**src/rtl/qseq_pkg.sv**
```systemverilog
`default_nettype none
// +----------------------------------------------------------------------------+
// | qseq_pkg                                                                   |
// | Shared types and constants for the query sequencer.                        |
// | Rev 1.0 - initial release                                                  |
// +----------------------------------------------------------------------------+
package qseq_pkg;

    typedef enum logic [2:0] {
        ST_IDLE   = 3'd0,
        ST_LOAD   = 3'd1,
        ST_LAUNCH = 3'd2,
        ST_RUN    = 3'd3,
        ST_DONE   = 3'd4
    } state_t;

    localparam logic [31:0] SYNC_WORD = 32'hFFFF_FFFF;

    localparam logic [1:0] ERR_NONE     = 2'd0;
    localparam logic [1:0] ERR_BAD_K    = 2'd1;
    localparam logic [1:0] ERR_TIMEOUT  = 2'd2;
    localparam logic [1:0] ERR_OVERFLOW = 2'd3;

endpackage
`default_nettype wire

```
**src/rtl/qseq_result_buf.sv**
```systemverilog
`default_nettype none
// +----------------------------------------------------------------------------+
// | qseq_result_buf                                                            |
// | K_MAX x 32 result register file: append-only write, clear, registered read.|
// | Rev 1.0 - initial release                                                  |
// +----------------------------------------------------------------------------+
module qseq_result_buf #(
    parameter int K_MAX = 8,
    parameter int CW    = $clog2(K_MAX + 1)
) (
    input  logic          clk,
    input  logic          rst_n,
    input  logic          i_clr,
    input  logic          i_wr_en,
    input  logic [31:0]   i_wr_data,
    input  logic          i_rd_en,
    input  logic [CW-1:0] i_rd_addr,
    output logic [31:0]   o_rd_data,
    output logic [CW-1:0] o_count
);

    localparam int            AW      = (K_MAX > 1) ? $clog2(K_MAX) : 1;
    localparam logic [CW-1:0] c_k_max = CW'(K_MAX);

    logic [31:0]   r_mem [K_MAX];
    logic [CW-1:0] r_count;
    logic [31:0]   r_rd_data;

    always_ff @(posedge clk or negedge rst_n) begin
        if (!rst_n) begin
            for (int i = 0; i < K_MAX; i++) begin
                r_mem[i] <= '0;
            end
            r_count   <= '0;
            r_rd_data <= '0;
        end else begin
            if (i_clr) begin
                r_count <= '0;
            end else if (i_wr_en && (r_count < c_k_max)) begin
                r_mem[r_count[AW-1:0]] <= i_wr_data;
                r_count                <= r_count + 1'b1;
            end
            // Addresses past the captured count read as zero.
            if (i_rd_en && (i_rd_addr < r_count)) begin
                r_rd_data <= r_mem[i_rd_addr[AW-1:0]];
            end else begin
                r_rd_data <= '0;
            end
        end
    end

    assign o_rd_data = r_rd_data;
    assign o_count   = r_count;

endmodule
`default_nettype wire

```
**src/rtl/query_sequencer.sv**
```systemverilog
`default_nettype none
// +----------------------------------------------------------------------------+
// | query_sequencer                                                            |
// | Loads a query from the host mailbox, launches the search engine, times it  |
// | and serves captured results. Define QSEQ_TIMEOUT_EN for the RUN watchdog.  |
// | Rev 1.0 - initial release                                                  |
// +----------------------------------------------------------------------------+
module query_sequencer
    import qseq_pkg::*;
#(
    parameter int          DIM            = 4,
    parameter int          K_MAX          = 8,
    parameter logic [31:0] TIMEOUT_CYCLES = 32'd50_000_000,
    localparam int         CW             = $clog2(K_MAX + 1)
) (
    input  logic          clk_in,
    input  logic          rst_n_in,
    input  logic [31:0]   host_word_in,
    input  logic          host_tag_in,
    input  logic          host_rd_tag_in,
    output logic [31:0]   eng_query_out [DIM],
    output logic [15:0]   eng_k_out,
    output logic [31:0]   eng_vid_out,
    output logic          eng_start_out,
    input  logic [31:0]   eng_result_in,
    input  logic          eng_result_valid_in,
    input  logic          eng_done_in,
    output logic [31:0]   res_data_out,
    output logic [CW-1:0] res_count_out,
    output logic [31:0]   cycles_out,
    output logic          busy_out,
    output logic          done_out,
    output logic [1:0]    err_out
);

    localparam int          IW        = $clog2(DIM + 2);
    localparam logic [IW-1:0] c_idx_k = IW'(DIM);
    localparam logic [15:0] c_k_max   = 16'(K_MAX);
`ifdef QSEQ_TIMEOUT_EN
    localparam logic        c_wdog_en = 1'b1;
`else
    localparam logic        c_wdog_en = 1'b0;
`endif

    state_t        r_state;
    logic          r_init;
    logic          r_tag_q, r_tag_prev, r_rd_q, r_rd_prev;
    logic [31:0]   r_word_q;
    logic [IW-1:0] r_idx;
    logic [31:0]   r_coord [DIM];
    logic [15:0]   r_k_shadow;
    logic [CW-1:0] r_rd_ptr;

    logic        w_accept, w_rd_accept, w_sync, w_k_bad;
    logic        w_res_run, w_has_room, w_buf_wr, w_res_drop, w_buf_clr;
    logic        w_timeout_hit;
    logic [31:0] w_cycles_next;

    assign w_accept      = r_init && (r_tag_q != r_tag_prev);
    assign w_rd_accept   = r_init && (r_rd_q != r_rd_prev);
    assign w_sync        = w_accept && (r_word_q == SYNC_WORD);
    assign w_k_bad       = (r_k_shadow == 16'd0) || (r_k_shadow > c_k_max);
    assign w_res_run     = (r_state == ST_RUN) && eng_result_valid_in;
    assign w_has_room    = 16'(res_count_out) < eng_k_out;
    assign w_buf_wr      = w_res_run && w_has_room;
    assign w_res_drop    = w_res_run && !w_has_room;
    assign w_buf_clr     = (r_state == ST_LAUNCH) || ((r_state == ST_DONE) && w_sync);
    assign w_cycles_next = (cycles_out == 32'hFFFF_FFFF) ? cycles_out : cycles_out + 32'd1;
    assign w_timeout_hit = c_wdog_en && (w_cycles_next >= TIMEOUT_CYCLES);

    qseq_result_buf #(
        .K_MAX (K_MAX),
        .CW    (CW)
    ) u_buf (
        .clk       (clk_in),
        .rst_n     (rst_n_in),
        .i_clr     (w_buf_clr),
        .i_wr_en   (w_buf_wr),
        .i_wr_data (eng_result_in),
        .i_rd_en   (r_state == ST_DONE),
        .i_rd_addr (r_rd_ptr),
        .o_rd_data (res_data_out),
        .o_count   (res_count_out)
    );

    always_ff @(posedge clk_in or negedge rst_n_in) begin
        if (!rst_n_in) begin
            r_state       <= ST_IDLE;
            r_init        <= 1'b0;
            r_tag_q       <= 1'b0;
            r_tag_prev    <= 1'b0;
            r_rd_q        <= 1'b0;
            r_rd_prev     <= 1'b0;
            r_word_q      <= '0;
            r_idx         <= '0;
            r_k_shadow    <= '0;
            r_rd_ptr      <= '0;
            for (int i = 0; i < DIM; i++) begin
                r_coord[i]       <= '0;
                eng_query_out[i] <= '0;
            end
            eng_k_out     <= '0;
            eng_vid_out   <= '0;
            eng_start_out <= 1'b0;
            cycles_out    <= '0;
            busy_out      <= 1'b0;
            done_out      <= 1'b0;
            err_out       <= ERR_NONE;
        end else begin
            // First clock after reset seeds both tag stages from the live input.
            r_init        <= 1'b1;
            r_tag_q       <= host_tag_in;
            r_tag_prev    <= r_init ? r_tag_q : host_tag_in;
            r_rd_q        <= host_rd_tag_in;
            r_rd_prev     <= r_init ? r_rd_q : host_rd_tag_in;
            r_word_q      <= host_word_in;
            eng_start_out <= 1'b0;

            case (r_state)
                ST_IDLE: begin
                    if (w_sync) begin
                        r_state <= ST_LOAD;
                        r_idx   <= '0;
                        err_out <= ERR_NONE;
                    end
                end
                ST_LOAD: begin
                    if (w_sync) begin
                        r_idx <= '0;
                    end else if (w_accept) begin
                        if (r_idx < c_idx_k) begin
                            for (int i = 0; i < DIM; i++) begin
                                if (r_idx == IW'(i)) r_coord[i] <= r_word_q;
                            end
                            r_idx <= r_idx + 1'b1;
                        end else if (r_idx == c_idx_k) begin
                            r_k_shadow <= r_word_q[15:0];
                            r_idx      <= r_idx + 1'b1;
                        end else begin
                            r_idx <= '0;
                            if (w_k_bad) begin
                                err_out <= ERR_BAD_K;
                                r_state <= ST_IDLE;
                            end else begin
                                eng_query_out <= r_coord;
                                eng_k_out     <= r_k_shadow;
                                eng_vid_out   <= r_word_q;
                                eng_start_out <= 1'b1;
                                busy_out      <= 1'b1;
                                r_state       <= ST_LAUNCH;
                            end
                        end
                    end
                end
                ST_LAUNCH: begin
                    cycles_out <= '0;
                    r_rd_ptr   <= '0;
                    r_state    <= ST_RUN;
                end
                ST_RUN: begin
                    cycles_out <= w_cycles_next;
                    if (w_res_drop) err_out <= ERR_OVERFLOW;
                    if (eng_done_in || w_timeout_hit) begin
                        if (!eng_done_in) err_out <= ERR_TIMEOUT;
                        busy_out <= 1'b0;
                        done_out <= 1'b1;
                        r_state  <= ST_DONE;
                    end
                end
                ST_DONE: begin
                    if (w_sync) begin
                        r_idx    <= '0;
                        r_rd_ptr <= '0;
                        done_out <= 1'b0;
                        r_state  <= ST_LOAD;
                    end else if (w_rd_accept && (r_rd_ptr < res_count_out)) begin
                        r_rd_ptr <= r_rd_ptr + 1'b1;
                    end
                end
                default: begin
                    busy_out <= 1'b0;
                    done_out <= 1'b0;
                    r_state  <= ST_IDLE;
                end
            endcase
        end
    end

endmodule
`default_nettype wire

```
**config.mk**
```make
export PLATFORM = sky130hd
export DESIGN_NAME = query_sequencer
export DESIGN_NICKNAME = d
export VERILOG_FILES = /design/src/rtl/qseq_pkg.sv /design/src/rtl/qseq_result_buf.sv /design/src/rtl/query_sequencer.sv
export SDC_FILE = /design/constraint.sdc
export NUM_CORES = 1
export LEC_CHECK = 0
export CAP_MARGIN = 10
export CORE_ASPECT_RATIO = 0.5
export CORE_MARGIN = 5
export CORE_UTILIZATION = 41
export CTS_BUF_LIST = sky130_fd_sc_hd__clkbuf_16
export DETAILED_ROUTE_END_ITERATION = 8
export GPL_TIMING_DRIVEN = 1
export PLACE_DENSITY = 0.6
export SYNTH_ARGS = -nofsm -noshare
export SYNTH_HDL_FRONTEND = slang
export SYNTH_SLANG_ARGS = --single-unit
```
**constraint.sdc**
```tcl
create_clock -name clk_in -period 5.4 [get_ports clk_in]
set_input_delay 1.08 -clock clk_in [delete_from_list [all_inputs] [get_ports clk_in]]
set_output_delay 1.08 -clock clk_in [all_outputs]
set_load 0.01 [all_outputs]
```
; After elaboration in Yosys (flattened, before gate mapping)
; Cells that the tools add are included.
[word_totals]
reg_bits = 696
out_inout_bits = 249
[classes]
add_sub_neg = 4
magnitude_cmp = 8
eq_ne = 26
mux = 54
n_bitwise = 9
reduce_logical = 39
[op_table]
columns = op, n
row1 = 256-bit bitwise mux, 1
row2 = 32-bit 2-to-1 mux, 5
row3 = 32-bit binary-select mux with 3-bit select, 1
row4 = 32-bit demux with 3-bit select, 1
row5 = 32-bit == test (second input constant), 2
row6 = 32-bit case mux with 2 select lines, 1
row7 = 3-bit 2-to-1 mux, 11
row8 = 32-bit by 1-bit adder with 32-bit output (second input constant), 1
row9 = 5-bit AND reduction, 5
row10 = 2-bit != test (second input constant), 11
row11 = 16-bit by 4-bit greater-than comparator with 1-bit output (second input constant), 1
row12 = 16-bit logical NOT, 1
row13 = 4-bit by 16-bit less-than comparator with 1-bit output, 1
row14 = 1-bit 2-to-1 mux, 16
row15 = 2-bit 2-to-1 mux, 8
row16 = 4-bit 2-to-1 mux, 4
row17 = 3-bit by 2-bit == test with 1-bit output (second input constant), 4
row18 = 3-bit case mux with 4 select lines, 1
row19 = 6-bit AND reduction, 2
row20 = 1-bit logical AND, 11
row21 = 4-bit by 1-bit adder with 4-bit output (second input constant), 2
row22 = 4-bit >= comparator (second input constant), 2
row23 = 3-bit inverter with 4-bit output, 2
row24 = 4-bit case mux with 2 select lines, 1
row25 = other kinds (25), 45

; Logic depth before layout (Yosys ltp)
; Gate-level depths: netlist of the first run.
[depth]
depth_word = 8
depth_mapped = 9
ltp_nobuf = 7

; Cells and area by module
; A second synthesis of the first run with hierarchy kept.
[hier_totals]
cells_unflattened = 1966
hier_area_um2 = 28816.4
[modules_own_cells]
columns = mod, n_inst, cells_each, area_per_inst_um2
row1 = query_sequencer, 1, 1092, 16066.7
row2 = qseq_result_buf, 1, 874, 12749.7

; Worst setup path after synthesis of the first run
; OpenSTA, ideal clock, no wires.
[synth_path]
path_type = input -> register
from = in eng_result_valid_in
to = reg u_buf.r_mem[129] (netlist bit)
arrival_time_ns = 2.608
required_ns = 5.275
path_slack_ns = 2.668
path_stages = 7
n_path_buf = 2
cell_sequence = nand2_1 nor3_1 a21boi_1 and4_1 clkbuf_1 buf_2 mux2_2
[synth_between]
elab_chain_cells = 4
[synth_lines]
columns = item, line
row1 = "start, declared", query_sequencer.sv:26  ; input logic eng_result_valid_in,
row2 = 1-bit logical AND, query_sequencer.sv:63  ; assign w_res_run = (r_state == ST_RUN) && eng_result_valid_in;
row3 = 1-bit logical AND, query_sequencer.sv:65  ; assign w_buf_wr = w_res_run && w_has_room;
row4 = 1-bit logical AND, qseq_result_buf.sv:39  ; end else if (i_wr_en && (r_count < c_k_max)) begin
row5 = 2-bit AND reduction (no line), --
row6 = "end signal, assigned by index", qseq_result_buf.sv:40  ; r_mem[r_count[AW-1:0]] <= i_wr_data;
row7 = "end, declared", qseq_result_buf.sv:25  ; logic [31:0] r_mem [K_MAX];
; No other way between the ends.
; A chain may end at the register's enable or synchronous reset.

; Worst setup path after layout of the first run
[layout_path]
from = reg r_word_q[11]
to = reg eng_vid_out[16]
[layout_between]
elab_chain_cells = 4
[layout_lines]
columns = item, line
row1 = "start, declared", query_sequencer.sv:48  ; logic [31:0] r_word_q;
row2 = "start signal, assigned", query_sequencer.sv:116  ; r_word_q <= host_word_in;
row3 = 32-bit == test, query_sequencer.sv:61  ; assign w_sync = w_accept && (r_word_q == SYNC_WORD);
row4 = 1-bit logical AND, query_sequencer.sv:61
row5 = 1-bit inverter (no line), --
row6 = 6-bit AND reduction (no line), --
row7 = "end signal, assigned", query_sequencer.sv:147  ; eng_vid_out <= r_word_q;
row8 = "end, declared", query_sequencer.sv:23  ; output logic [31:0] eng_vid_out,
; No other way between the ends.

==> results of run 1 <==
-- per-stage QoR --
stage                     worst slack (ns)  std cells  total power (W)
after floorplan                       2.67       1804          0.00727
after global placement                1.58       2994          0.00786
after detailed placement              1.55       2994          0.00789
after CTS                             1.73       3113           0.0125
after global routing                  1.50       3114           0.0129
final                                 1.72       3114           0.0123
-- per-layer routing --
metal	vias up	global-route usage, %
met2	183	29.8
met3	95	2.79
met1	8435	23.6
li1	7134	-
met4	0	4.69
met5	-	0
-- power breakdown --
group	leakage (nW)	switching, W	internal, W	total, W
logic	5.78	0.000644	0.000991	0.00163
registers	9.45	0.000370	0.00577	0.00614
clock network	1.05	0.00200	0.00256	0.00456
total	16.3	0.00301	0.00932	0.0123
-- layout by cell type, fill, tap and decap left out, types with 4 or more instances in the layout --
master | netlist | final
sky130_fd_sc_hd__dfrtp_1 | 696 | 693
sky130_fd_sc_hd__mux2_2 | 426 | 426
sky130_fd_sc_hd__clkdlybuf4s50_1 | 0 | 317
sky130_fd_sc_hd__mux2_4 | 130 | 130
sky130_fd_sc_hd__clkbuf_16 | 0 | 69
sky130_fd_sc_hd__nor2_1 | 69 | 68
sky130_fd_sc_hd__mux4_2 | 64 | 64
sky130_fd_sc_hd__mux2i_1 | 37 | 37
sky130_fd_sc_hd__nand2_1 | 30 | 30
sky130_fd_sc_hd__nand4_1 | 28 | 28
sky130_fd_sc_hd__nand3_1 | 24 | 22
sky130_fd_sc_hd__inv_1 | 14 | 21
sky130_fd_sc_hd__buf_4 | 14 | 20
sky130_fd_sc_hd__clkinv_1 | 0 | 19
sky130_fd_sc_hd__nor3_1 | 18 | 17
sky130_fd_sc_hd__and2_1 | 16 | 15
sky130_fd_sc_hd__xor2_1 | 14 | 14
sky130_fd_sc_hd__ha_1 | 14 | 14
sky130_fd_sc_hd__xnor2_1 | 13 | 13
sky130_fd_sc_hd__a21oi_1 | 12 | 12
sky130_fd_sc_hd__clkinv_2 | 0 | 12
sky130_fd_sc_hd__o21ai_0 | 11 | 11
sky130_fd_sc_hd__mux2_1 | 11 | 11
sky130_fd_sc_hd__and3_1 | 7 | 7
sky130_fd_sc_hd__nand2b_1 | 6 | 6
sky130_fd_sc_hd__nor4_1 | 7 | 6
sky130_fd_sc_hd__or4_1 | 7 | 6
sky130_fd_sc_hd__and4_1 | 7 | 6
sky130_fd_sc_hd__bufinv_16 | 0 | 5
sky130_fd_sc_hd__buf_12 | 0 | 5
sky130_fd_sc_hd__nor3b_1 | 4 | 4
sky130_fd_sc_hd__clkinvlp_4 | 0 | 4
-- flip-flops by register name (all words and copies together), names as in the netlist, 2 cells and up --
name	flops
u_buf.r_mem	256
eng_query_out	128
r_coord	128
cycles_out	32
eng_vid_out	32
r_word_q	32
u_buf.o_rd_data	32
eng_k_out	16
r_k_shadow	16
r_rd_ptr	4
u_buf.o_count	4
r_idx	3
r_state	3
err_out	2
-- cells by family (layout without fill, tap and decap cells) --
| group | count (synthesis) | count (layout) |
|---|---|---|
| muxes | 668 | 668 |
| DFF | 696 | 696 |
| xor gates and xnor gates | 27 | 27 |
| and+or+nand+nor | 240 | 240 |
| adders and majority gates | 14 | 14 |
| buffers and inverters | 112 | 476 |
| AOI/OAI and AO/OA | 46 | 46 |
| other | 1 | 2 |
-- final cells by class --
class                           instances  share of cell area, %
Antenna cell                            1                0.00717
Clock buffer                           69                   4.95
Clock inverter                         50                   1.04
Inverter                               14                  0.151
Multi-Input combinational cell        996                   30.7
Sequential cell                       696                   49.9
Tap cell                              945                   3.39
Timing Repair Buffer                  343                   9.85
-- worst min-delay path by stage --
| stage | startpoint | end | slack (ns) | cells after the start |
|---|---|---|---|---|
| 2_1_floorplan | u_buf.r_mem[33]$_DFFE_PN0P_ | u_buf.r_mem[33]$_DFFE_PN0P_ | 0.45 | 1 |
| 3_3_place_gp | u_buf.r_mem[48]$_DFFE_PN0P_ | u_buf.r_mem[48]$_DFFE_PN0P_ | 0.46 | 1 |
| 3_5_place_dp | u_buf.r_mem[62]$_DFFE_PN0P_ | u_buf.r_mem[62]$_DFFE_PN0P_ | 0.47 | 1 |
| 4_1_cts | u_buf.r_mem[62]$_DFFE_PN0P_ | u_buf.r_mem[62]$_DFFE_PN0P_ | 0.48 | 1 |
| 5_1_grt | u_buf.r_mem[48]$_DFFE_PN0P_ | u_buf.r_mem[48]$_DFFE_PN0P_ | 0.50 | 1 |
| 6_report | u_buf.r_mem[62]$_DFFE_PN0P_ | u_buf.r_mem[62]$_DFFE_PN0P_ | 0.48 | 1 |
-- cell usage after synthesis (4+ instances only) --
library cell	count	area (sq um)
sky130_fd_sc_hd__nor4_1	7	43.8
sky130_fd_sc_hd__o21ai_0	11	55.1
sky130_fd_sc_hd__nor3b_1	4	30.0
sky130_fd_sc_hd__clkbuf_1	38	143
sky130_fd_sc_hd__buf_2	20	100
sky130_fd_sc_hd__or4_1	7	52.6
sky130_fd_sc_hd__buf_6	19	214
sky130_fd_sc_hd__nor2_1	69	259
sky130_fd_sc_hd__dfrtp_1	696	17400
sky130_fd_sc_hd__mux2_1	11	124
sky130_fd_sc_hd__ha_1	14	175
sky130_fd_sc_hd__mux2i_1	37	370
sky130_fd_sc_hd__nor3_1	18	90.1
sky130_fd_sc_hd__xor2_1	14	123
sky130_fd_sc_hd__nand2_1	30	113
sky130_fd_sc_hd__and4_1	7	61.3
sky130_fd_sc_hd__inv_1	14	52.6
sky130_fd_sc_hd__and2_1	16	100
sky130_fd_sc_hd__mux2_4	130	1950
sky130_fd_sc_hd__buf_1	7	26.3
sky130_fd_sc_hd__buf_4	14	105
sky130_fd_sc_hd__a21oi_1	12	60.1
sky130_fd_sc_hd__nand3_1	24	120
sky130_fd_sc_hd__mux2_2	426	4800
sky130_fd_sc_hd__nand4_1	28	175
sky130_fd_sc_hd__and3_1	7	43.8
sky130_fd_sc_hd__mux4_2	64	1440
sky130_fd_sc_hd__xnor2_1	13	114
sky130_fd_sc_hd__nand2b_1	6	37.5
==> impl_table.tex, run 1 <==
\begin{tabular}{lr}
\hline
Metric & Value \\
\hline
\multicolumn{2}{l}{\textbf{Global routing}} \\
\quad GRT Total Usage & 17.5\% \\
\quad Number of antenna violations at the first check in global routing & 1 \\
\quad Global-route wire length before repair & 104 mm \\
\quad Total gr overflow & 0 \\
\quad Largest net degree at the start of global routing & 125 \\
\quad Number of global-route vias before repair & 16,917 \\
\multicolumn{2}{l}{\textbf{Power}} \\
\quad Peak VDD IR & 0.224 mV \\
\quad Leakage power total & 16.3 nW \\
\quad Pwr Density & 353 nW/um\^{}2 \\
\multicolumn{2}{l}{\textbf{Drt}} \\
\quad Iter 0 DRT Violations & 748 \\
\quad Average via count per standard cell & 5.09 \\
\quad Routed wire length on met2 & 33.1 mm \\
\quad Routed wire per std cell & 21.3 um \\
\quad DRC & 0 \\
\quad Wire length on met3 & 1.72 mm \\
\quad Met1 Routed Length & 29.7 mm \\
\quad Antenna-violating nets left & 0 \\
\quad Vias & 15,847 \\
\quad Final WL & 66.2 mm \\
\quad Pre-Repair DR Iteration Count & 4 \\
\quad Highest metal layer with signal wires & met4 \\
\multicolumn{2}{l}{\textbf{Synth}} \\
\quad Count of flip-flops with a built-in enable after synthesis & 0 \\
\quad Yosys warns & 0 \\
\quad Mean instance size in the synthesized netlist & 15.9 sq um \\
\quad Flop and latch count out of synthesis & 696 \\
\quad Sequential area share after synthesis & 60.6\% \\
\quad FFs w/ async S/R, synth & 100\% \\
\quad Number of nets in the synthesized netlist & 1,888 \\
\quad Compound-cell area share of the yosys netlist & 1.01\% \\
\quad Combinational family with the most area after synthesis & multiplexers \\
\quad Area share of xor/xnor cells in the synthesized design & 0.823\% \\
\quad Adder-cell share of the synthesized area & 0.610\% \\
\quad Post-synthesis share of cell area spent on and, or, nand and nor gates & 4.44\% \\
\quad Post-synth cell types & 55 \\
\quad Gate count of the mapped netlist & 1,804 \\
\quad Cell area after synthesis & 28,700 sq um \\
\quad Multiplexer fraction of the synthesized cell area & 30.2\% \\
\quad Ys flop type & sky130\_fd\_sc\_hd\_\_dfrtp\_1 \\
\multicolumn{2}{l}{\textbf{Clock network}} \\
\quad Clk root buf & sky130\_fd\_sc\_hd\_\_clkbuf\_16 \\
\quad TritonCTS clock tree & yes \\
\quad Worst-Skew Late Latency & 0.59 ns \\
\quad Hold buffer count at CTS & 0 \\
\quad Maximum clock path buffer count & 3 \\
\quad H-tree depth & 3 \\
\quad Clock-pin transition on the worst setup and hold timing paths & 0.06 ns \\
\quad Clk sinks & 696 \\
\quad Post-CTS setup repair buffer count & 0 \\
\quad Post-cts repair resize count & 0 \\
\quad Number of buffers created by CTS & 66 \\
\multicolumn{2}{l}{\textbf{Cells and area}} \\
\quad Layout Utilization & 50.5\% \\
\quad Design Area, Final & 34,900 sq um \\
\quad Area of combinational cells with multiple inputs & 10,700 sq um \\
\quad Layout-stage area growth over the synthesis result & 21.5\% \\
\quad Filler cell count & 5,902 \\
\quad Proportion of layout cells with a drive suffix above 1 & 35.1\% \\
\quad Net count, final & 2,201 \\
\quad Sequential cell area & 17,400 sq um \\
\multicolumn{2}{l}{\textbf{Worst setup path}} \\
\quad Reg2reg path depth & 7 \\
\quad Critical path capture point type & register \\
\quad Launch point of the critical path & r\_word\_q[11]\$\_DFF\_PN0\_ \\
\quad Class of the most critical setup path & register to register \\
\quad Required time of the worst setup path & 5.86 ns \\
\quad Library cell contributing the largest single delay on the critical path & sky130\_fd\_sc\_hd\_\_nand2\_8 \\
\quad Worst reg-to-reg setup slack & 1.72 ns \\
\quad Capture point of the worst path & eng\_vid\_out[16]\$\_DFFE\_PN0P\_ \\
\quad Sequence of cells on the critical path & nand4\_1 > nor4\_2 > nand2\_1 > and3\_1 > nand2\_8 > buf\_4 > mux2\_2 \\
\quad Biggest cell delay along the critical path & 0.72 ns \\
\quad Cell class contributing the biggest share of worst-path delay & simple AND/OR/NAND/NOR gates \\
\quad Depth of the critical timing path with buffers and inverters included & 7 \\
\quad Critical path buffers and inverters & 1 \\
\quad Type of element launching the critical path & register \\
\quad Endpoint of the lowest-slack register-to-register path & eng\_vid\_out[16]\$\_DFFE\_PN0P\_ \\
\quad Worst Path Max Fanout & 124 \\
\quad Arr. time, crit path & 4.15 ns \\
\quad Beginning of the worst register-to-register path & r\_word\_q[11]\$\_DFF\_PN0\_ \\
\multicolumn{2}{l}{\textbf{Die}} \\
\quad Site Rows & 68 \\
\quad Total die area & 75,800 sq um \\
\quad Die outline height & 197 um \\
\quad Effective utilization at floorplan & 41.5\% \\
\quad Die width & 384 um \\
\quad Placeable core area & 69,200 sq um \\
\quad Count of boundary I/O pins & 319 \\
\multicolumn{2}{l}{\textbf{Place}} \\
\quad GPL Wtd Cong & 0.751 \\
\quad HPWL reported at the end of detailed placement & 41.1 mm \\
\quad Placed cell area & 32,800 sq um \\
\quad Count of input and output buffers & 318 \\
\multicolumn{2}{l}{\textbf{Outcome}} \\
\quad Outcome & finished, final reports clean \\
\multicolumn{2}{l}{\textbf{STA}} \\
\quad Setup repair after global routing missed its margin & false \\
\quad Final Hold Fails & 0 \\
\quad Maximum operating frequency & 272 MHz \\
\quad Number of pins exceeding their max-slew limit in the final report & 0 \\
\quad Final-layout setup total negative slack & 0 ns \\
\quad Period Utilization, post-route & 68.2\% \\
\quad Final Hold Slack & 0.480 ns \\
\quad Total setup violations reported at the end of the flow & 0 \\
\quad Tmin final & 3.68 ns \\
\quad Normalized max-slew margin & 28.0\% \\
\quad Slew at the pin closest to its max-slew limit & 1.08 ns \\
\quad Clock skew & 0.0289 ns \\
\multicolumn{2}{l}{\textbf{Run}} \\
\quad Maximum capacitance violations & 0 \\
\multicolumn{2}{l}{\textbf{Hold path}} \\
\quad Min-Delay Path Class & register to register \\
\hline
\end{tabular}
No activity file was read; power rests on OpenSTA's default activity.
==> run 2: changes to the inputs <==
Settings changed: PLACE_DENSITY 0.6 to 0.63.
Clock period 5.4 ns to 3.2 ns, I/O delays scaled along.
==> run 2 against run 1 <==
Clock power is 63% higher. Die area stayed put. Core utilization is 0.45 points higher. Largest power group unchanged. Combinational power is 74% higher. First-iteration DRC count is 2.4% higher. Maximum frequency is 25% higher. Sequential share of layout area is 0.45 points lower. Register-to-register slack worse by 1.5 ns. Design area is 0.90% higher. Highest routed layer unchanged. Wire length hardly changed. Clock skew is 0.0075 ns lower. Sequential cell count stayed put.
==> impl_table.tex, run 2 (synthesized netlist as in run 1, its figures left out) <==
\begin{tabular}{lr}
\hline
Metric & Value \\
\hline
\multicolumn{2}{l}{\textbf{Cells and area}} \\
\quad Registers with the most flip-flops & u\_buf.r\_mem: 256 flops, eng\_query\_out: 128 flops, r\_coord: 128 flops \\
\quad Net count, final & 2,239 (+1.7\%) \\
\quad Layout-stage area growth over the synthesis result & 22.6\% \\
\quad Reg with most FFs & u\_buf.r\_mem \\
\quad Highest-count cells in the layout ignoring fill and taps & sky130\_fd\_sc\_hd\_\_dfrtp\_1, sky130\_fd\_sc\_hd\_\_mux2\_2, sky130\_fd\_sc\_hd\_\_clkdlybuf4s50\_1 \\
\quad Number of standard cells in the final layout excluding fillers & 3,149 (+1.1\%) \\
\quad Most common cell after layout, fill and taps aside & sky130\_fd\_sc\_hd\_\_dfrtp\_1 \\
\quad Max FFs per register & 256 (unchanged) \\
\quad Proportion of layout cells with a drive suffix above 1 & 36.1\% (+0.96 points) \\
\multicolumn{2}{l}{\textbf{Global routing}} \\
\quad GRT Total Usage & 17.5\% (-0.049 points) \\
\quad Total gr overflow & 0 (unchanged) \\
\quad Number of global-route vias before repair & 17,063 (+0.86\%) \\
\quad Global-route wire length before repair & 104 mm (+0.26\%) \\
\quad Number of antenna violations at the first check in global routing & 1 (unchanged) \\
\quad Largest net degree at the start of global routing & 95 (-24\%) \\
\multicolumn{2}{l}{\textbf{Clock network}} \\
\quad TritonCTS clock tree & yes \\
\quad Maximum clock path buffer count & 3 (unchanged) \\
\quad Worst-Skew Late Latency & 0.59 ns (about the same) \\
\quad Clock-pin transition on the worst setup and hold timing paths & 0.06 ns (about the same) \\
\quad Number of buffers created by CTS & 66 (unchanged) \\
\quad Clk root buf & sky130\_fd\_sc\_hd\_\_clkbuf\_16 \\
\quad Post-CTS setup repair buffer count & 0 (unchanged) \\
\quad H-tree depth & 3 (unchanged) \\
\quad Hold buffer count at CTS & 0 (unchanged) \\
\quad Clk sinks & 696 (unchanged) \\
\quad Post-cts repair resize count & 0 (unchanged) \\
\multicolumn{2}{l}{\textbf{Die}} \\
\quad Count of boundary I/O pins & 319 (unchanged) \\
\quad Placeable core area & 69,200 sq um (unchanged) \\
\quad Die width & 384 um (unchanged) \\
\quad Effective utilization at floorplan & 41.5\% (unchanged) \\
\quad Site Rows & 68 (unchanged) \\
\quad Total die area & 75,800 sq um (unchanged) \\
\quad Die outline height & 197 um (unchanged) \\
\multicolumn{2}{l}{\textbf{Worst setup path}} \\
\quad Critical path capture point type & register \\
\quad Required time of the worst setup path & 3.66 ns (-2.20 ns) \\
\quad Type of element launching the critical path & register \\
\quad Arr. time, crit path & 3.41 ns (-0.74 ns) \\
\quad Beginning of the worst register-to-register path & r\_word\_q[10]\$\_DFF\_PN0\_ \\
\quad Class of the most critical setup path & register to register \\
\quad Reg2reg path depth & 7 (unchanged) \\
\quad Endpoint of the lowest-slack register-to-register path & eng\_query\_out[21]\$\_DFFE\_PN0P\_ \\
\quad Worst Path Max Fanout & 21 (-83\%) \\
\quad Worst reg-to-reg setup slack & 0.25 ns (-1.47 ns) \\
\multicolumn{2}{l}{\textbf{STA}} \\
\quad Final Hold Fails & 0 (unchanged) \\
\quad Normalized max-slew margin & 27.7\% (-0.31 points) \\
\quad Maximum operating frequency & 339 MHz (+25\%) \\
\quad Total setup violations reported at the end of the flow & 0 (unchanged) \\
\quad Tmin final & 2.95 ns (-0.730 ns) \\
\quad Clock skew & 0.0213 ns (-0.00752 ns) \\
\quad Period Utilization, post-route & 92.3\% (+24 points) \\
\quad Final-layout setup total negative slack & 0 ns (unchanged) \\
\quad Number of pins exceeding their max-slew limit in the final report & 0 (unchanged) \\
\quad Setup repair after global routing missed its margin & false \\
\quad Slew at the pin closest to its max-slew limit & 1.09 ns (+0.00466 ns) \\
\multicolumn{2}{l}{\textbf{Outcome}} \\
\quad Outcome & finished, final reports clean \\
\multicolumn{2}{l}{\textbf{Power}} \\
\quad Peak VDD IR & 0.366 mV (+63\%) \\
\quad Pwr Density & 584 nW/um\^{}2 (+65\%) \\
\quad Leakage power total & 16.5 nW (+1.2\%) \\
\multicolumn{2}{l}{\textbf{Drt}} \\
\quad Antenna-violating nets left & 0 (unchanged) \\
\quad Pre-Repair DR Iteration Count & 4 (unchanged) \\
\quad Routed wire per std cell & 21.0 um (-1.2\%) \\
\quad Vias & 16,075 (+1.4\%) \\
\quad Final WL & 66.2 mm (about the same) \\
\quad Iter 0 DRT Violations & 766 (+2.4\%) \\
\quad DRC & 0 (unchanged) \\
\quad Average via count per standard cell & 5.10 (+0.31\%) \\
\multicolumn{2}{l}{\textbf{Place}} \\
\quad Placed cells & 3,032 (+1.3\%) \\
\quad GPL Wtd Cong & 0.793 (+5.6\%) \\
\quad HPWL reported at the end of detailed placement & 42.9 mm (+4.5\%) \\
\quad Count of input and output buffers & 318 (unchanged) \\
\multicolumn{2}{l}{\textbf{Run}} \\
\quad Maximum capacitance violations & 0 (unchanged) \\
\multicolumn{2}{l}{\textbf{Hold path}} \\
\quad Min-Delay Path Class & input pin to async pin \\
\hline
\end{tabular}
## run 2: worst max-delay path: stages, from the launching register on
cell and delay (ns):
sky130_fd_sc_hd__dfrtp_1 0.56, sky130_fd_sc_hd__nand4_1 0.19, sky130_fd_sc_hd__nor4_2 0.61, sky130_fd_sc_hd__nand2_1 0.17
sky130_fd_sc_hd__and3_1 0.35, sky130_fd_sc_hd__nand2_8 0.24, sky130_fd_sc_hd__buf_4 0.31, sky130_fd_sc_hd__mux2_2 0.37
## run 2: final cells by class
class,instances,area (sq um)
Fill cell,5849,33900
Sequential cell,696,17400
Multi-Input combinational cell,996,10700
Timing Repair Buffer,381,3840
Clock buffer,68,1700
Tap cell,945,1180
Clock inverter,47,304
Inverter,14,52.6
Antenna cell,2,5.00
## run 2: per-layer routing
metal / up-vias / part of all wire [%] / track usage, %
li1: 7237 / - / -
met1: 8570 / 44 / 22.8
met2: 178 / 52 / 30.6
met3: 90 / 2.5 / 2.65
met4: 0 / 2.2 / 4.66
met5: - / 0 / 0
## run 2: report_power, final
| group | switching [W] | internal [W] |
|---|---|---|
| Sequential | 0.000598 | 0.00973 |
| Combinational | 0.00113 | 0.00170 |
| Clock | 0.00336 | 0.00404 |
## run 2: worst max-delay path by stage
stage / startpoint / endpoint / slack, ns / depth (start not counted)
2_1_floorplan: eng_k_out[3]$_DFFE_PN0P_ / u_buf.r_mem[129]$_DFFE_PN0P_ / 0.79 / 9
3_3_place_gp: r_word_q[10]$_DFF_PN0_ / eng_vid_out[23]$_DFFE_PN0P_ / 0.30 / 7
3_5_place_dp: r_word_q[10]$_DFF_PN0_ / eng_query_out[21]$_DFFE_PN0P_ / 0.22 / 7
4_1_cts: r_word_q[10]$_DFF_PN0_ / eng_query_out[21]$_DFFE_PN0P_ / 0.17 / 7
5_1_grt: r_word_q[10]$_DFF_PN0_ / eng_query_out[21]$_DFFE_PN0P_ / 0.09 / 7
6_report: r_word_q[10]$_DFF_PN0_ / eng_query_out[21]$_DFFE_PN0P_ / 0.25 / 7
## run 2: metrics by stage
stage | total power [W] | setup slack (ns) | util [%] | area, sq um | hold slack [ns]
global placement | 0.0133 | 0.300 | 48.0 | 33200 | 0.462
global route | 0.0215 | 0.0938 | 50.9 | 35200 | 0.0261
CTS | 0.0209 | 0.173 | 50.9 | 35200 | 0.0134
floorplan | 0.0123 | 0.792 | - | 28700 | 0.344
detailed placement | 0.0133 | 0.215 | 48.0 | 33200 | 0.471
finish | 0.0206 | 0.247 | 50.9 | 35200 | 0.0112
==> run 3: changes to the inputs <==
Settings changed: CORE_MARGIN 5 to 2.
==> run 3 against run 2 <==
Highest routed layer is now met5. Worst setup slack better by 0.17 ns. Via count down 0.32%. Sequential cell count unchanged. Global-route usage up 0.75 points. Largest cell class unchanged. Register-to-register slack better by 0.17 ns. First-iteration DRC count up 20%. Largest power group unchanged. Critical path depth unchanged. Final cell count about the same. Maximum frequency up 6.2%. Clock skew up 0.0059 ns. Combinational power about the same.
==> impl_table.tex, run 3 (synthesized netlist as in run 1, its figures left out) <==
\begin{tabular}{lr}
\hline
Metric & Value \\
\hline
\multicolumn{2}{l}{\textbf{Outcome}} \\
\quad Outcome & finished, final reports clean \\
\multicolumn{2}{l}{\textbf{Place}} \\
\quad GPL Wtd Cong & 0.792 (-0.20\%) \\
\quad Placed cell area & 33,300 sq um (+0.22\%) \\
\quad Worst-case setup slack after placement & 0.376 ns (+0.160 ns) \\
\quad HPWL reported at the end of detailed placement & 41.6 mm (-3.0\%) \\
\quad Count of input and output buffers & 318 (unchanged) \\
\multicolumn{2}{l}{\textbf{STA}} \\
\quad Period Utilization, post-route & 86.9\% (-5.4 points) \\
\quad Clock skew & 0.0272 ns (+0.00591 ns) \\
\quad Maximum operating frequency & 360 MHz (+6.2\%) \\
\quad Number of pins exceeding their max-slew limit in the final report & 0 (unchanged) \\
\quad Normalized max-slew margin & 28.2\% (+0.56 points) \\
\quad Total setup violations reported at the end of the flow & 0 (unchanged) \\
\quad Tmin final & 2.78 ns (-0.172 ns) \\
\quad Final Hold Fails & 0 (unchanged) \\
\quad Setup ws final & 0.418 ns (+0.172 ns) \\
\quad Final-layout setup total negative slack & 0 ns (unchanged) \\
\quad Setup repair after global routing missed its margin & false \\
\quad Slew at the pin closest to its max-slew limit & 1.08 ns (-0.00843 ns) \\
\multicolumn{2}{l}{\textbf{Cells and area}} \\
\quad Most common cell after layout, fill and taps aside & sky130\_fd\_sc\_hd\_\_dfrtp\_1 \\
\quad Proportion of layout cells with a drive suffix above 1 & 36.2\% (+0.087 points) \\
\quad Filler cell count & 5,820 (-0.50\%) \\
\quad Layout-stage area growth over the synthesis result & 23.0\% \\
\quad Reg with most FFs & u\_buf.r\_mem \\
\quad Design Area, Final & 35,300 sq um (+0.26\%) \\
\quad Net count, final & 2,238 (-0.045\%) \\
\quad Highest-count cells in the layout ignoring fill and taps & sky130\_fd\_sc\_hd\_\_dfrtp\_1, sky130\_fd\_sc\_hd\_\_mux2\_2, sky130\_fd\_sc\_hd\_\_clkdlybuf4s50\_1 \\
\quad Max FFs per register & 256 (unchanged) \\
\quad Registers with the most flip-flops & u\_buf.r\_mem: 256 flops, eng\_query\_out: 128 flops, r\_coord: 128 flops \\
\multicolumn{2}{l}{\textbf{Clock network}} \\
\quad H-tree depth & 2 (-1) \\
\quad Clk sinks & 696 (unchanged) \\
\quad Worst-Skew Late Latency & 0.63 ns (+0.04 ns) \\
\quad Clock-pin transition on the worst setup and hold timing paths & 0.07 ns (about the same) \\
\quad Maximum clock path buffer count & 3 (unchanged) \\
\quad Number of buffers created by CTS & 61 (-7.6\%) \\
\quad TritonCTS clock tree & yes \\
\quad Clk root buf & sky130\_fd\_sc\_hd\_\_clkbuf\_16 \\
\multicolumn{2}{l}{\textbf{Die}} \\
\quad Placeable core area & 69,200 sq um (unchanged) \\
\quad Effective utilization at floorplan & 41.5\% (unchanged) \\
\quad Die outline height & 191 um (-3.0\%) \\
\quad Site Rows & 68 (unchanged) \\
\quad Die width & 378 um (-1.6\%) \\
\quad Total die area & 72,300 sq um (-4.6\%) \\
\quad Count of boundary I/O pins & 319 (unchanged) \\
\multicolumn{2}{l}{\textbf{Power}} \\
\quad Leakage power total & 16.5 nW (+0.34\%) \\
\quad Pwr Density & 586 nW/um\^{}2 (+0.32\%) \\
\quad Peak VDD IR & 0.404 mV (+10\%) \\
\multicolumn{2}{l}{\textbf{Drt}} \\
\quad Iter 0 DRT Violations & 916 (+20\%) \\
\quad DRC & 0 (unchanged) \\
\quad Pre-Repair DR Iteration Count & 5 (+1) \\
\quad Routed wire per std cell & 20.7 um (-1.7\%) \\
\quad Final WL & 65.1 mm (-1.6\%) \\
\quad Average via count per standard cell & 5.08 (-0.42\%) \\
\quad Antenna-violating nets left & 0 (unchanged) \\
\quad Vias & 16,023 (-0.32\%) \\
\multicolumn{2}{l}{\textbf{Worst setup path}} \\
\quad Critical path capture point type & register \\
\quad Arr. time, crit path & 3.29 ns (-0.12 ns) \\
\quad Worst Path Max Fanout & 26 (+24\%) \\
\quad Required time of the worst setup path & 3.71 ns (+0.05 ns) \\
\quad Reg2reg path depth & 7 (unchanged) \\
\quad Type of element launching the critical path & register \\
\quad Class of the most critical setup path & register to register \\
\multicolumn{2}{l}{\textbf{Global routing}} \\
\quad GRT Total Usage & 18.2\% (+0.75 points) \\
\quad Number of global-route vias before repair & 16,701 (-2.1\%) \\
\quad Global-route wire length before repair & 102 mm (-2.1\%) \\
\quad Number of antenna violations at the first check in global routing & 3 (+2) \\
\quad Largest net degree at the start of global routing & 103 (+8.4\%) \\
\quad Total gr overflow & 0 (unchanged) \\
\multicolumn{2}{l}{\textbf{Run}} \\
\quad Maximum capacitance violations & 0 (unchanged) \\
\multicolumn{2}{l}{\textbf{Hold path}} \\
\quad Min-Delay Path Class & input pin to register \\
\quad Hold-critical path depth & 1 \\
\hline
\end{tabular}
==> run 3: changes by cell type in the layout (fill, tap and decap cells not counted), moves of 2 or more <==
cell,delta
sky130_fd_sc_hd__inv_6,-2
sky130_fd_sc_hd__clkinv_1,-2
sky130_fd_sc_hd__clkinv_2,+4
sky130_fd_sc_hd__buf_12,+4
sky130_fd_sc_hd__clkbuf_16,-5
sky130_fd_sc_hd__bufinv_16,+6
==> run 3: repair_timing <==
action	CTS	global route
hold endpoints to repair	41	0
resized for setup	0	0
hold buffers	1	0
setup buffers	0	0
==> run 3: path summary, 6_finish.rpt <==
| check | to | slack (ns) | startpoint |
|---|---|---|---|
| setup reg to reg | eng_query_out[77]$_DFFE_PN0P_ | 0.42 | r_word_q[7]$_DFF_PN0_ |
| hold / removal | r_word_q[5]$_DFF_PN0_ | 0.44 | host_word_in[5] |
| max in group asynchronous | r_word_q[25]$_DFF_PN0_ | 1.61 | rst_n_in |
| min in group asynchronous | u_buf.r_mem[147]$_DFFE_PN0P_ | 0.54 | rst_n_in |
| setup / recovery | eng_query_out[77]$_DFFE_PN0P_ | 0.42 | r_word_q[7]$_DFF_PN0_ |
| hold reg to reg | u_buf.r_mem[55]$_DFFE_PN0P_ | 0.48 | u_buf.r_mem[55]$_DFFE_PN0P_ |
==> run 3: critical path, stage by stage, from the launching register on <==
cell	delay, ns
sky130_fd_sc_hd__dfrtp_1	0.54
sky130_fd_sc_hd__nand4_1	0.17
sky130_fd_sc_hd__nor4_2	0.50
sky130_fd_sc_hd__nand2_1	0.17
sky130_fd_sc_hd__and3_1	0.34
sky130_fd_sc_hd__nand2_8	0.30
sky130_fd_sc_hd__buf_4	0.28
sky130_fd_sc_hd__mux2_2	0.36
==> run 3: per-stage QoR <==
step / total power, W / util, % / hold slack, ns / std cells
after global placement: 0.0133 / 48.1 / 0.463 / 3035
after detailed placement: 0.0134 / 48.1 / 0.471 / 3035
after CTS: 0.0210 / 51.0 / 0.403 / 3150
after global routing: 0.0217 / 51.1 / 0.405 / 3152
after floorplan: 0.0123 / - / 0.344 / 1804
final: 0.0207 / 51.1 / 0.442 / 3152
==> run 3: layer usage <==
layer | GRT usage (%) | share of wire, % | vias to the layer above
met5 | 0 | 0.017 | -
met4 | 4.67 | 2.2 | 2
met3 | 2.72 | 2.9 | 94
met2 | 31.1 | 51 | 202
met1 | 24.4 | 44 | 8504
li1 | - | - | 7221
==> run 3: report_power, final <==
group | internal, W | leakage, nW | switching [W]
clock | 0.00420 | 1.04 | 0.00333
combinational | 0.00171 | 6.04 | 0.00113
sequential | 0.00973 | 9.45 | 0.000599
total | 0.0156 | 16.5 | 0.00505
==> run 3: cell type report <==
type / instances / area (sq um) / area share, %
flip-flops and latches: 696 / 17400 / 49.3
inverters: 14 / 52.6 / 0.149
repair buffers: 385 / 3920 / 11.1
diodes: 2 / 5.00 / 0.0142
clock buffers: 63 / 1580 / 4.46
clock inverters: 51 / 439 / 1.24
multi-input cells: 996 / 10700 / 30.4
well taps: 945 / 1180 / 3.35
